===== config.mk =====
export PLATFORM = sky130hd
export DESIGN_NAME = pipe_stage_reg
export DESIGN_NICKNAME = d
export VERILOG_FILES = /design/src/rtl/pipe_stage_reg.sv
export SDC_FILE = /design/constraint.sdc
export NUM_CORES = 1
export LEC_CHECK = 0
export CAP_MARGIN = 15
export CELL_PAD_IN_SITES_DETAIL_PLACEMENT = 2
export CELL_PAD_IN_SITES_GLOBAL_PLACEMENT = 2
export CORE_MARGIN = 2
export CORE_UTILIZATION = 31
export CTS_CLUSTER_DIAMETER = 100
export DETAILED_ROUTE_END_ITERATION = 16
export MAX_ROUTING_LAYER = met4
export PLACE_DENSITY = 0.83
export SETUP_SLACK_MARGIN = 0.05
export SYNTH_ARGS = -nofsm -noshare
export SYNTH_HDL_FRONTEND = slang
export SYNTH_SLANG_ARGS = --single-unit

===== constraint.sdc =====
create_clock -name clk -period 5 [get_ports clk]
set_input_delay 1.25 -clock clk [delete_from_list [all_inputs] [get_ports clk]]
set_output_delay 1.25 -clock clk [all_outputs]
set_load 0.02 [all_outputs]

===== src/rtl/pipe_stage_reg.sv =====
// Pipeline stage register with a one-entry skid buffer, flush, stall hold and
// a saturating held-cycle counter.
module pipe_stage_reg #(
  parameter int unsigned DATA_W = 32,
  parameter int unsigned CTRL_W = 16,
  parameter logic [CTRL_W-1:0] BUBBLE_CTRL = {CTRL_W{1'b0}},
  parameter int unsigned CNT_W = 16
) (
  input  logic              clk,
  input  logic              rst,
  input  logic              in_valid,
  output logic              in_ready,
  input  logic [CTRL_W-1:0] in_ctrl,
  input  logic [DATA_W-1:0] in_data,
  input  logic              stall,
  input  logic              flush,
  input  logic              out_ready,
  output logic              out_valid,
  output logic [CTRL_W-1:0] out_ctrl,
  output logic [DATA_W-1:0] out_data,
  output logic [CNT_W-1:0]  stall_cnt
);

  localparam logic [CNT_W-1:0] CNT_MAX = {CNT_W{1'b1}};

  logic              main_valid, main_valid_d;
  logic [CTRL_W-1:0] main_ctrl, main_ctrl_d;
  logic [DATA_W-1:0] main_data, main_data_d;
  logic              skid_valid, skid_valid_d;
  logic [CTRL_W-1:0] skid_ctrl, skid_ctrl_d;
  logic [DATA_W-1:0] skid_data, skid_data_d;
  logic [CNT_W-1:0]  cnt, cnt_d;

  logic in_xfer;
  logic take;
  logic main_load;

  assign in_xfer   = in_valid & ~skid_valid;
  assign take      = main_valid & out_ready & ~stall;
  assign main_load = ~main_valid | take;

  // Next-state for both entries; flush overrides every other event.
  always_comb begin
    main_valid_d = main_valid;
    main_ctrl_d  = main_ctrl;
    main_data_d  = main_data;
    skid_valid_d = skid_valid;
    skid_ctrl_d  = skid_ctrl;
    skid_data_d  = skid_data;

    if (flush) begin
      main_valid_d = 1'b0;
      main_ctrl_d  = BUBBLE_CTRL;
      main_data_d  = '0;
      skid_valid_d = 1'b0;
      skid_ctrl_d  = BUBBLE_CTRL;
      skid_data_d  = '0;
    end else begin
      if (main_load) begin
        if (skid_valid) begin
          main_valid_d = 1'b1;
          main_ctrl_d  = skid_ctrl;
          main_data_d  = skid_data;
        end else if (in_xfer) begin
          main_valid_d = 1'b1;
          main_ctrl_d  = in_ctrl;
          main_data_d  = in_data;
        end else begin
          main_valid_d = 1'b0;
          main_ctrl_d  = BUBBLE_CTRL;
          main_data_d  = '0;
        end
      end

      // Skid only captures input that main cannot absorb this cycle.
      if (skid_valid) begin
        if (main_load) begin
          if (in_xfer) begin
            skid_ctrl_d = in_ctrl;
            skid_data_d = in_data;
          end else begin
            skid_valid_d = 1'b0;
            skid_ctrl_d  = BUBBLE_CTRL;
            skid_data_d  = '0;
          end
        end
      end else if (in_xfer && !main_load) begin
        skid_valid_d = 1'b1;
        skid_ctrl_d  = in_ctrl;
        skid_data_d  = in_data;
      end
    end
  end

  // Held-cycle counter: counts live-but-not-taken cycles, frozen on flush.
  always_comb begin
    cnt_d = cnt;
    if (!flush && main_valid && !take && (cnt != CNT_MAX)) begin
      cnt_d = cnt + CNT_W'(1);
    end
  end

  always_ff @(posedge clk or posedge rst) begin
    if (rst) begin
      main_valid <= 1'b0;
      main_ctrl  <= BUBBLE_CTRL;
      main_data  <= '0;
      skid_valid <= 1'b0;
      skid_ctrl  <= BUBBLE_CTRL;
      skid_data  <= '0;
      cnt        <= '0;
    end else begin
      main_valid <= main_valid_d;
      main_ctrl  <= main_ctrl_d;
      main_data  <= main_data_d;
      skid_valid <= skid_valid_d;
      skid_ctrl  <= skid_ctrl_d;
      skid_data  <= skid_data_d;
      cnt        <= cnt_d;
    end
  end

  assign in_ready  = ~skid_valid;
  assign out_valid = main_valid;
  assign out_ctrl  = main_valid ? main_ctrl : BUBBLE_CTRL;
  assign out_data  = main_data;
  assign stall_cnt = cnt;

endmodule


Yosys cells after proc, flatten, opt, wreduce, memory -nomap -nowiden
Cells that the tools add are included.
Word-level totals
  output and inout bits: 66
  memories kept: 0
  bits in registers: 114
  input port bits: 54
  bits in writable memories: 0
  bits in read-only memories: 0
  latch bits: 0
Cells by class
  div/mod/pow operators: 0
  reductions and logical operators: 10
  shifts and indexed selects: 0
  multiply operators: 0
  bitwise gates (word level): 7
  magnitude comparators: 0
  add/subtract/negate cells: 1
  eq/ne operators: 2
  muxes and demuxes: 25
Operator list (number)
  2-to-1 mux 32 bit: 8
  2-to-1 mux 16 bit: 9
  adder 16 x 1 -> 16 bit, second input constant: 1
  != test 16 bit, second input constant: 1
  2-to-1 mux 1 bit: 8
  logical AND 1 bit: 4
  bitwise AND 1 bit: 3
  logical NOT 1 bit: 3
  != test 3 x 2 -> 1 bit, second input constant: 1
  NOT 1 bit: 3
  nonzero test 3 bit: 1
  AND reduction 2 bit: 1
  nonzero test 2 bit: 1
  OR 1 bit: 1

Logic depth before layout (Yosys ltp)
Gate-level depths: netlist (run 1).
  word-level depth: 8
  depth in mapped cells: 7
  mapped depth without buffers: 5

Worst setup path after synthesis (run 1)
No wires, ideal clock.
  path type: input port to flip-flop
  from: input flush
  to: register cnt[13], in the netlist stall_cnt[13]
  library setup time: 132 ps
  cell stages on the path: 5
  setup slack: 2173 ps
  arrival time: 2696 ps
  required time: 4868 ps
  path through: clkbuf_1 -> nand2b_4 -> or4_4 -> or4b_1 -> xnor2_1
On the way
  word-level cells in the longest chain between the ends: 4
RTL lines
  from (decl): RTL line 16  | input logic flush,
  logical NOT 1 bit: RTL line 98  | if (!flush && main_valid && !take && (cnt != CNT_MAX)) begin
  logical AND 1 bit (3 in series): RTL line 98
  to (signal assigned): RTL line 119  | cnt <= cnt_d;
  to (decl): RTL line 32  | logic [CNT_W-1:0] cnt, cnt_d;
Every way passes these cells.
A chain may end at the register's enable or synchronous reset.

Final worst setup path (run 1)
  from: register main_valid, in the netlist out_valid
  to: output out_ctrl[14]
On the way
  word-level cells in the longest chain between the ends: 1
RTL lines
  from (decl): RTL line 26  | logic main_valid, main_valid_d;
  from (signal assigned): RTL line 113  | main_valid <= main_valid_d;
  2-to-1 mux 16 bit: RTL line 125  | assign out_ctrl = main_valid ? main_ctrl : BUBBLE_CTRL;
  to (decl): RTL line 19  | output logic [CTRL_W-1:0] out_ctrl,
Every way passes these cells.

==> impl_metrics.csv, run 1 <==
group,metric,value,unit
clocking,hold_buffers,0,
timing,max_freq,294,MHz
critical_path,crit_chain,"and2_1 > clkdlybuf4s50_1",
detailed_routing,via_count,4419,
timing,holdWs,479,ps
synth,async_reset_ff_share,100,%
synth,synth.largest_area_cell,"dfrtp_1",
clocking,clkSlewWorstSetupHoldPaths,50,ps
critical_path,cp_max_fo,23,
timing,setup_viol,0,
timing,finalClockSkew,7.71,ps
global_route,grt_pass1_wl,27500,microns
global_route,antenna_found_initial,1,
layout,multi_input_area,1950,sq um
floorplanning,rows,46,
synth,syn_area_per_cell,10.2,sq um
detailed_routing,routedWlPerCell,21.4,microns
power,p_total,2.73,mW
placed_design,gp_congestion,0.809,
critical_path,cp_slowest_cell,"dfrtp_1",
clocking,htreeDepth,4,
synth,synthesis.area,4950,sq um
worst_hold_path,min_path_type,"register to register",
floorplanning,die_y,130,microns
flow_run,drv_cap,0,
clocking,cts_tree,"yes",
detailed_routing,ant_nets,0,
timing,fin_crit_sh,67.9,%
synth,synth_top_area_share,57.7,%
floorplanning,die_width,130,microns
placed_design,portBuffers,119,
power,peakVddDrop,229,uV
timing,tightest_slew,1020,ps
timing,finalSetupTns,0,ps
critical_path,path_class,"register to output port",
layout,nNetsFinal,646,
power,leakage,2.94,nW
detailed_routing,firstDrtPassIters,5,
global_route,grt-ovfl-total,0,
clocking,clockRootBuffer,"clkbuf_16",
layout,ff_latch_area,2850,sq um
timing,slew_headroom,31.8,%
synth,synth_area_leaders,"dfrtp_1 58%, a22oi_1 7.3%, nand3_1 5.5%, o21ai_0 4.9%, a22o_1 4.2%",
clocking,cts_resized,0,
detailed_routing,drc,0,
synth,yosysMostFrequentCell,"dfrtp_1",
critical_path,crit_family,"flip-flops",
critical_path,crit_required,3750,ps
critical_path,setup.worst_path.start_class,"register",
clocking,numCtsBuffers,17,
floorplanning,dieArea,17000,sq um
timing,rsz0062_at_grt,"no",
critical_path,r2r_setup_slack,2490,ps
floorplanning,io_pins,120,
synth,yosys_warnings,0,
synth,synth_top_flop_cell,"dfrtp_1",
detailed_routing,routed_wl,17600,microns
synth,synth_cell_types,36,
detailed_routing,drtIter0Drc,258,
critical_path,endpoint_kind,"output port",
detailed_routing,via_per_inst,5.38,
placed_design,dp_hpwl,11000,microns
timing,period_minus_slack,3400,ps
clocking,post_cts_buffers,0,
synth,syn-num-nets,540,
synth,ys_seq_area_share,57.7,%
clocking,clock_path_buffers,2,
synth,synth-seq-cells,114,
synth,netlist_instances,485,
timing,slew_viol_final,0,
critical_path,path_buf_inv,1,
timing,final-hold-violation-count,0,
floorplanning,initial_utilization,31.5,%
synth,synth_edf_count,0,
run_status,status,"finished, final reports clean",
floorplanning,core-area,15700,sq um
layout,syn_to_final_growth,41.3,%
power,powerDensity,390,nW/um^2
clocking,clock_sinks,114,
layout,drive_gt1_share,8.11,%
global_route,grt_pass1_vias,4875,
global_route,track_usage,22.1,%
layout,fillers,1617,
synth,yosys-top-cells-count,"114 x dfrtp_1, 54 x nand3_1, 52 x nand2_1, 48 x a22oi_1, 48 x o21ai_0",
critical_path,cp_data_arrival_time,2150,ps
clocking,clk_latency,420,ps
global_route,grt_max_degree,54,
critical_path,slowest_delay,840,ps
[layer usage]
| metal | routed length [microns] | track usage (%) | up-vias |
|---|---|---|---|
| li1 | - | - | 1973 |
| met1 | 7570 | 26.2 | 2314 |
| met2 | 9090 | 37.4 | 110 |
| met3 | 701 | 5.62 | 22 |
| met4 | 225 | 6.32 | 0 |
| met5 | 0 | - | - |
[per-stage QoR]
step | setup slack (ps) | util (%) | area (sq um) | std cells
floorplan | 734 | - | 4950 | 485
global placement | 1480 | 40.4 | 6340 | 788
detailed placement | 1380 | 40.4 | 6340 | 788
CTS | 1590 | 44.5 | 6990 | 820
global route | 1490 | 44.5 | 6990 | 821
finish | 1600 | 44.5 | 6990 | 821
[worst reg2reg max path, cell delays in order (launching register included)]
cell,delay [ps]
dfrtp_1,840
a21o_1,200
buf_4,280
and3b_1,840
a22o_1,290
[where the power goes]
group,switching [mW],internal (mW),total [mW],leakage [nW]
combinational,0.193,0.149,0.342,1.07
sequential,0.0636,0.976,1.04,1.55
clock,0.441,0.905,1.35,0.317
[registers in the layout, summed over array words and instances, names as in the netlist]
register / cells
skid_ctrl: 16
skid_valid: 1
out_valid: 1
out_data: 32
skid_data: 32
main_ctrl: 16
stall_cnt: 16
[cell families (layout without fill, tap and decap cells)]
logic type | count (synthesis) | after routing | share of synthesized area (%)
xor gates and xnor gates | 11 | 11 | 1.95
and+or+nand+nor | 159 | 159 | 16.2
buffers and inverters | 44 | 163 | 3.34
muxes | 2 | 2 | 0.430
other | 0 | 1 | 0
DFF | 114 | 114 | 57.7
adders and majority gates | 1 | 1 | 0.253
AOI/OAI and AO/OA | 154 | 154 | 20.1
[layout make-up]
type,instances,area share [%]
flip-flops and latches,114,40.8
multi-input cells,327,27.9
repair buffers,128,18.0
clock buffers,21,6.59
well taps,216,3.87
clock inverters,11,2.61
inverters,3,0.197
diodes,1,0.0358
[cells in the final DEF, fill, tap and decap left out, types with 5 or more instances in the layout]
cell / Yosys / final
a21oi_1: 28 / 28
a22o_1: 24 / 24
a22oi_1: 48 / 48
and2_1: 16 / 16
buf_4: 0 / 9
bufinv_16: 0 / 5
clkbuf_16: 0 / 17
clkdlybuf4s50_1: 0 / 119
clkinv_2: 0 / 5
dfrtp_1: 114 / 113
nand2_1: 52 / 52
nand3_1: 54 / 54
nor2_1: 8 / 7
o21ai_0: 48 / 48
xor2_1: 8 / 8
[worst paths after layout]
check                             start       endpoint  cells past startpoint
setup reg to reg              out_valid  skid_data[16]                      4
min in group asynchronous           rst    out_data[3]                      2
hold / removal             main_ctrl[7]   main_ctrl[7]                      2
setup / recovery              out_valid   out_ctrl[14]                      2
hold reg to reg            main_ctrl[7]   main_ctrl[7]                      2
max in group asynchronous           rst   out_data[13]                      3
Power figures use the tool's default switching activity.
==> run 2: changes to the inputs <==
--- a/config.mk
+++ b/config.mk
@@ -9,11 +9,11 @@
 export CELL_PAD_IN_SITES_DETAIL_PLACEMENT = 2
 export CELL_PAD_IN_SITES_GLOBAL_PLACEMENT = 2
 export CORE_MARGIN = 2
-export CORE_UTILIZATION = 31
+export CORE_UTILIZATION = 28
 export CTS_CLUSTER_DIAMETER = 100
 export DETAILED_ROUTE_END_ITERATION = 16
 export MAX_ROUTING_LAYER = met4
-export PLACE_DENSITY = 0.83
+export PLACE_DENSITY = 0.79
 export SETUP_SLACK_MARGIN = 0.05
 export SYNTH_ARGS = -nofsm -noshare
 export SYNTH_HDL_FRONTEND = slang
==> constraint.sdc (replaced) <==
create_clock -name clk -period 3.05 [get_ports clk]
set_input_delay 0.7625 -clock clk [delete_from_list [all_inputs] [get_ports clk]]
set_output_delay 0.7625 -clock clk [all_outputs]
set_load 0.02 [all_outputs]
==> run 2 against run 1 <==
Total power increased by 51%. Worst setup slack got worse by 1200 ps. Largest power group unchanged. Routed wire length shrank 5.8%. Non-clock buffer count increased by 5. Global-route usage fell by 2.8 points. Sequential power rose by 63%. Critical path type unchanged. Clock power increased by 38%.
==> impl_metrics.csv, run 2 (synthesis results as in run 1) <==
group,metric,value,unit
critical_path,reg2reg_from,"stall_cnt[0]",
critical_path,setup.worst_path.start_class,"register",
placed_design,portBuffers,119,
layout,drive_gt1_share,8.70,%
power,peakVddDrop,389,uV
critical_path,path_class,"register to output port",
timing,max_freq,382,MHz
global_route,track_usage,19.4,%
layout,final_util,40.3,%
global_route,met3_usage,4.00,%
global_route,use_met2,31.2,%
clocking,clock_sinks,114,
detailed_routing,ant_nets,0,
floorplanning,io_pins,120,
placed_design,gp_congestion,0.819,
flow_run,drv_cap,0,
layout,layout_common_cells,"119 x clkdlybuf4s50_1, 112 x dfrtp_1, 54 x nand3_1, 52 x nand2_1",
timing,slew_headroom,33.7,%
placed_design,dp_hpwl,11100,microns
critical_path,r2r_setup_slack,680,ps
layout,syn_to_final_growth,41.0,%
global_route,met1_usage,24.3,%
floorplanning,initial_utilization,28.6,%
clocking,numCtsBuffers,17,
detailed_routing,via_count,4332,
global_route,grt_max_degree,73,
global_route,grt_pass1_vias,4970,
critical_path,cp_data_arrival_time,1850,ps
global_route,top_usage_layer,"met2",
placed_design,placed_area,6420,sq um
timing,tightest_slew,995,ps
critical_path,endpoint_kind,"output port",
timing,holdWs,472,ps
floorplanning,die_y,137,microns
detailed_routing,drc,0,
detailed_routing,routedWlPerCell,19.9,microns
clocking,clkSlewWorstSetupHoldPaths,50,ps
critical_path,cp_max_fo,23,
floorplanning,rows,48,
clocking,clk_latency,410,ps
power,p_total,4.13,mW
clocking,hold_buffers,0,
timing,slew_viol_final,0,
clocking,post_cts_buffers,0,
power,powerDensity,591,nW/um^2
timing,setup_viol,0,
timing,period_minus_slack,2620,ps
run_status,status,"finished, final reports clean",
critical_path,r2r-end,"stall_cnt[1]",
global_route,antenna_found_initial,0,
floorplanning,dieArea,18700,sq um
global_route,grt-ovfl-total,0,
detailed_routing,drtIter0Drc,206,
floorplanning,core-area,17300,sq um
timing,finalClockSkew,6.68,ps
clocking,clock_path_buffers,2,
timing,finalSetupTns,0,ps
layout,mostFrequentLayoutCell,"clkdlybuf4s50_1",
timing,rsz0062_at_grt,"no",
detailed_routing,routed_wl,16600,microns
detailed_routing,via_per_inst,5.19,
detailed_routing,firstDrtPassIters,5,
critical_path,worst_r2r_path_depth,5,
clocking,htreeDepth,4,
timing,final-hold-violation-count,0,
global_route,grt_pass1_wl,27100,microns
floorplanning,die_width,137,microns
timing,fin_crit_sh,85.8,%
layout,postLayoutCellArea,6980,sq um
worst_hold_path,min_path_type,"register to register",
critical_path,crit_start,"out_valid",
clocking,cts_tree,"yes",
critical_path,crit_required,2290,ps
clocking,clockRootBuffer,"clkbuf_16",
layout,nNetsFinal,651,
critical_path,crit_end,"out_ctrl[11]",
power,leakage,2.93,nW
layout,n_antenna_cell,0,
-- run 2: worst min path at each step --
stage	slack, ps	end	start	cells past startpoint
finish	470	main_ctrl[14]	main_ctrl[14]	2
global route	500	out_data[11]	out_data[11]	2
CTS	480	main_ctrl[14]	main_ctrl[14]	2
detailed placement	470	main_ctrl[14]	main_ctrl[14]	2
global placement	460	main_ctrl[11]	main_ctrl[11]	2
floorplan	440	main_ctrl[10]	main_ctrl[10]	2
-- run 2: where the power goes --
| group | switching, mW | leakage, nW | internal [mW] | total (mW) |
|---|---|---|---|---|
| combinational | 0.313 | 1.11 | 0.253 | 0.566 |
| sequential | 0.101 | 1.55 | 1.60 | 1.70 |
| clock | 0.675 | 0.280 | 1.18 | 1.86 |
| total | 1.09 | 2.93 | 3.04 | 4.13 |
-- run 2: area by class of cell --
type                            count  area, sq um
Fill cell                        1850        10300
Sequential cell                   114         2860
Multi-Input combinational cell    327         1950
Timing Repair Buffer              133         1320
Clock buffer                       28          537
Tap cell                          225          282
Clock inverter                      4         20.0
Inverter                            3         15.0
-- run 2: critical path, cell delays in order, from the launching register on --
cell             delay, ps
dfrtp_2                620
and2_1                 210
clkdlybuf4s50_1        620
-- run 2: through the flow --
stage	std cells	setup WS (ps)
after floorplan	485	710
after global placement	802	328
after detailed placement	802	179
after CTS	834	178
after global routing	834	311
final	834	433
-- run 2: timing repair --
item | CTS | global route
resized for setup | 0 | 1
endpoints found under the hold margin | 0 | 0
setup endpoints to repair | 0 | 1
-- run 2: routing by layer --
layer  vias up  part of all wire (%)
met1      2211                    45
met2       112                    50
met4         0                   1.7
li1       1986                     -
met5         -                     0
met3        23                   3.9
==> run 3: changes to the inputs <==
--- a/config.mk
+++ b/config.mk
@@ -9,11 +9,12 @@
 export CELL_PAD_IN_SITES_DETAIL_PLACEMENT = 2
 export CELL_PAD_IN_SITES_GLOBAL_PLACEMENT = 2
 export CORE_MARGIN = 2
-export CORE_UTILIZATION = 28
+export CORE_UTILIZATION = 29
+export CTS_BUF_LIST = sky130_fd_sc_hd__clkbuf_2 sky130_fd_sc_hd__clkbuf_4 sky130_fd_sc_hd__clkbuf_8
 export CTS_CLUSTER_DIAMETER = 100
 export DETAILED_ROUTE_END_ITERATION = 16
 export MAX_ROUTING_LAYER = met4
-export PLACE_DENSITY = 0.79
+export PLACE_DENSITY = 0.81
 export SETUP_SLACK_MARGIN = 0.05
 export SYNTH_ARGS = -nofsm -noshare
 export SYNTH_HDL_FRONTEND = slang
==> run 3 against run 2 <==
Final cell count unchanged. Non-clock buffer count up 3. Die area shrank 3.4%. Via count grew 2.3%. Critical path type unchanged. Clock power down 15%. Worst setup slack got worse by 92 ps. Register-to-register slack better by 60 ps.
==> impl_metrics.csv, run 3 (synthesis results as in run 1) <==
group,metric,value,unit
detailed_routing,drc,0,
detailed_routing,via_per_inst,5.31,
clocking,numCtsBuffers,17,
power,powerDensity,562,nW/um^2
timing,period_minus_slack,2710,ps
timing,max_freq,369,MHz
power,pwr-share-clk,41.2,%
floorplanning,rows,47,
timing,fin_crit_sh,88.8,%
layout,drive_gt1_share,9.80,%
floorplanning,dieArea,18100,sq um
flow_run,drv_cap,0,
power,seqPwrFrac,44.0,%
layout,ff_latch_area,2860,sq um
clocking,hold_buffers,0,
power,internal_power,2.79,mW
floorplanning,initial_utilization,29.7,%
global_route,grt_pass1_vias,5076,
placed_design,dp_hpwl,11200,microns
clocking,clock_sinks,114,
detailed_routing,firstDrtPassIters,4,
clocking,clkSlewWorstSetupHoldPaths,70,ps
clocking,clock_path_buffers,2,
detailed_routing,routedWlPerCell,20.7,microns
placed_design,gp_congestion,0.850,
global_route,grt-ovfl-total,0,
layout,syn_to_final_growth,38.7,%
timing,rsz0062_at_grt,"no",
timing,setup_viol,0,
run_status,status,"finished, final reports clean",
power,leakage,2.89,nW
worst_hold_path,min_path_type,"register to register",
power,peakVddDrop,251,uV
critical_path,crit_required,2290,ps
critical_path,cp_max_fo,16,
floorplanning,core-area,16600,sq um
layout,layout_common_cells,"119 x clkdlybuf4s50_1, 112 x dfrtp_1, 54 x nand3_1, 52 x nand2_1",
critical_path,setup.worst_path.start_class,"register",
detailed_routing,drtIter0Drc,260,
floorplanning,die_y,135,microns
floorplanning,io_pins,120,
placed_design,portBuffers,119,
detailed_routing,routed_wl,17200,microns
clocking,clockRootBuffer,"clkbuf_8",
timing,holdWs,477,ps
critical_path,cp_data_arrival_time,1950,ps
clocking,cts_tree,"yes",
clocking,clk_latency,440,ps
timing,slew_viol_final,0,
detailed_routing,ant_nets,0,
timing,slew_headroom,37.9,%
layout,fillers,1734,
layout,final_util,41.2,%
detailed_routing,via_count,4432,
clocking,htreeDepth,4,
power,switchingPower,1.06,mW
layout,final_cell_count_no_fill,834,
layout,multi_input_area,1950,sq um
timing,final-hold-violation-count,0,
global_route,antenna_found_initial,2,
placed_design,dpl.cell_count,800,
timing,finalClockSkew,10.2,ps
critical_path,path_class,"register to output port",
global_route,grt_max_degree,115,
global_route,grt_pass1_wl,28100,microns
layout,nNetsFinal,654,
floorplanning,die_width,135,microns
power,combPwrFrac,14.7,%
critical_path,endpoint_kind,"output port",
layout,mostFrequentLayoutCell,"clkdlybuf4s50_1",
global_route,track_usage,20.6,%
timing,finalSetupTns,0,ps
timing,tightest_slew,932,ps
power,netSwitchingFraction,27.6,%
[run 3: layer usage]
metal	vias to the layer above	routed length, microns	GRT usage [%]	part of all wire, %
li1	1988	-	-	-
met1	2302	7420	25.1	43
met2	116	8750	34.0	51
met3	26	694	4.24	4.0
met4	0	374	7.95	2.2
met5	-	0	-	0
[run 3: what timing repair did]
item,CTS,global route
gates resized for setup,0,1
hold endpoints to repair,0,0
buffers inserted,0,0
setup endpoints to repair,0,5
[run 3: critical path: stages (launching register included)]
cell and delay, ps:
dfrtp_2 530, buf_4 220, and2_1 150, clkdlybuf4s50_1 600
[run 3: metrics by stage]
step / instance area (sq um) / setup slack (ps) / power [mW]
floorplan: 4950 / 710 / 1.97
global placement: 6420 / 363 / 2.27
detailed placement: 6420 / 266 / 2.30
CTS: 6860 / 129 / 3.90
global route: 6860 / 245 / 4.02
finish: 6860 / 340 / 3.86
[run 3: worst paths after layout]
kind                                end    startpoint  cells past startpoint  slack, ps
setup / recovery           out_ctrl[15]     out_valid                      3        340
hold / removal             main_ctrl[8]  main_ctrl[8]                      2        480
setup reg to reg           stall_cnt[1]  stall_cnt[0]                      5        740
hold reg to reg            main_ctrl[8]  main_ctrl[8]                      2        480
max in group asynchronous     out_valid           rst                      3       1690
min in group asynchronous  out_data[30]           rst                      3        820
[run 3: cell type report]
cell class                 instances  area share (%)
multi-input combinational        327            28.4
sequential                       114            41.6
tap                              220            4.01
clock buffer                      21            4.03
clock inverter                    11            2.31
inverter                           3           0.219
antenna                            2          0.0729
timing repair buffer             136            19.4
[run 3: power by group through the flow]
stage               Combinational, mW  Sequential [mW]  Clock [mW]
global route                    0.619             1.71        1.69
detailed placement              0.573             1.73           0
global placement                0.552             1.71           0
CTS                             0.577             1.70        1.62
floorplan                       0.216             1.76           0
finish                          0.568             1.70        1.59
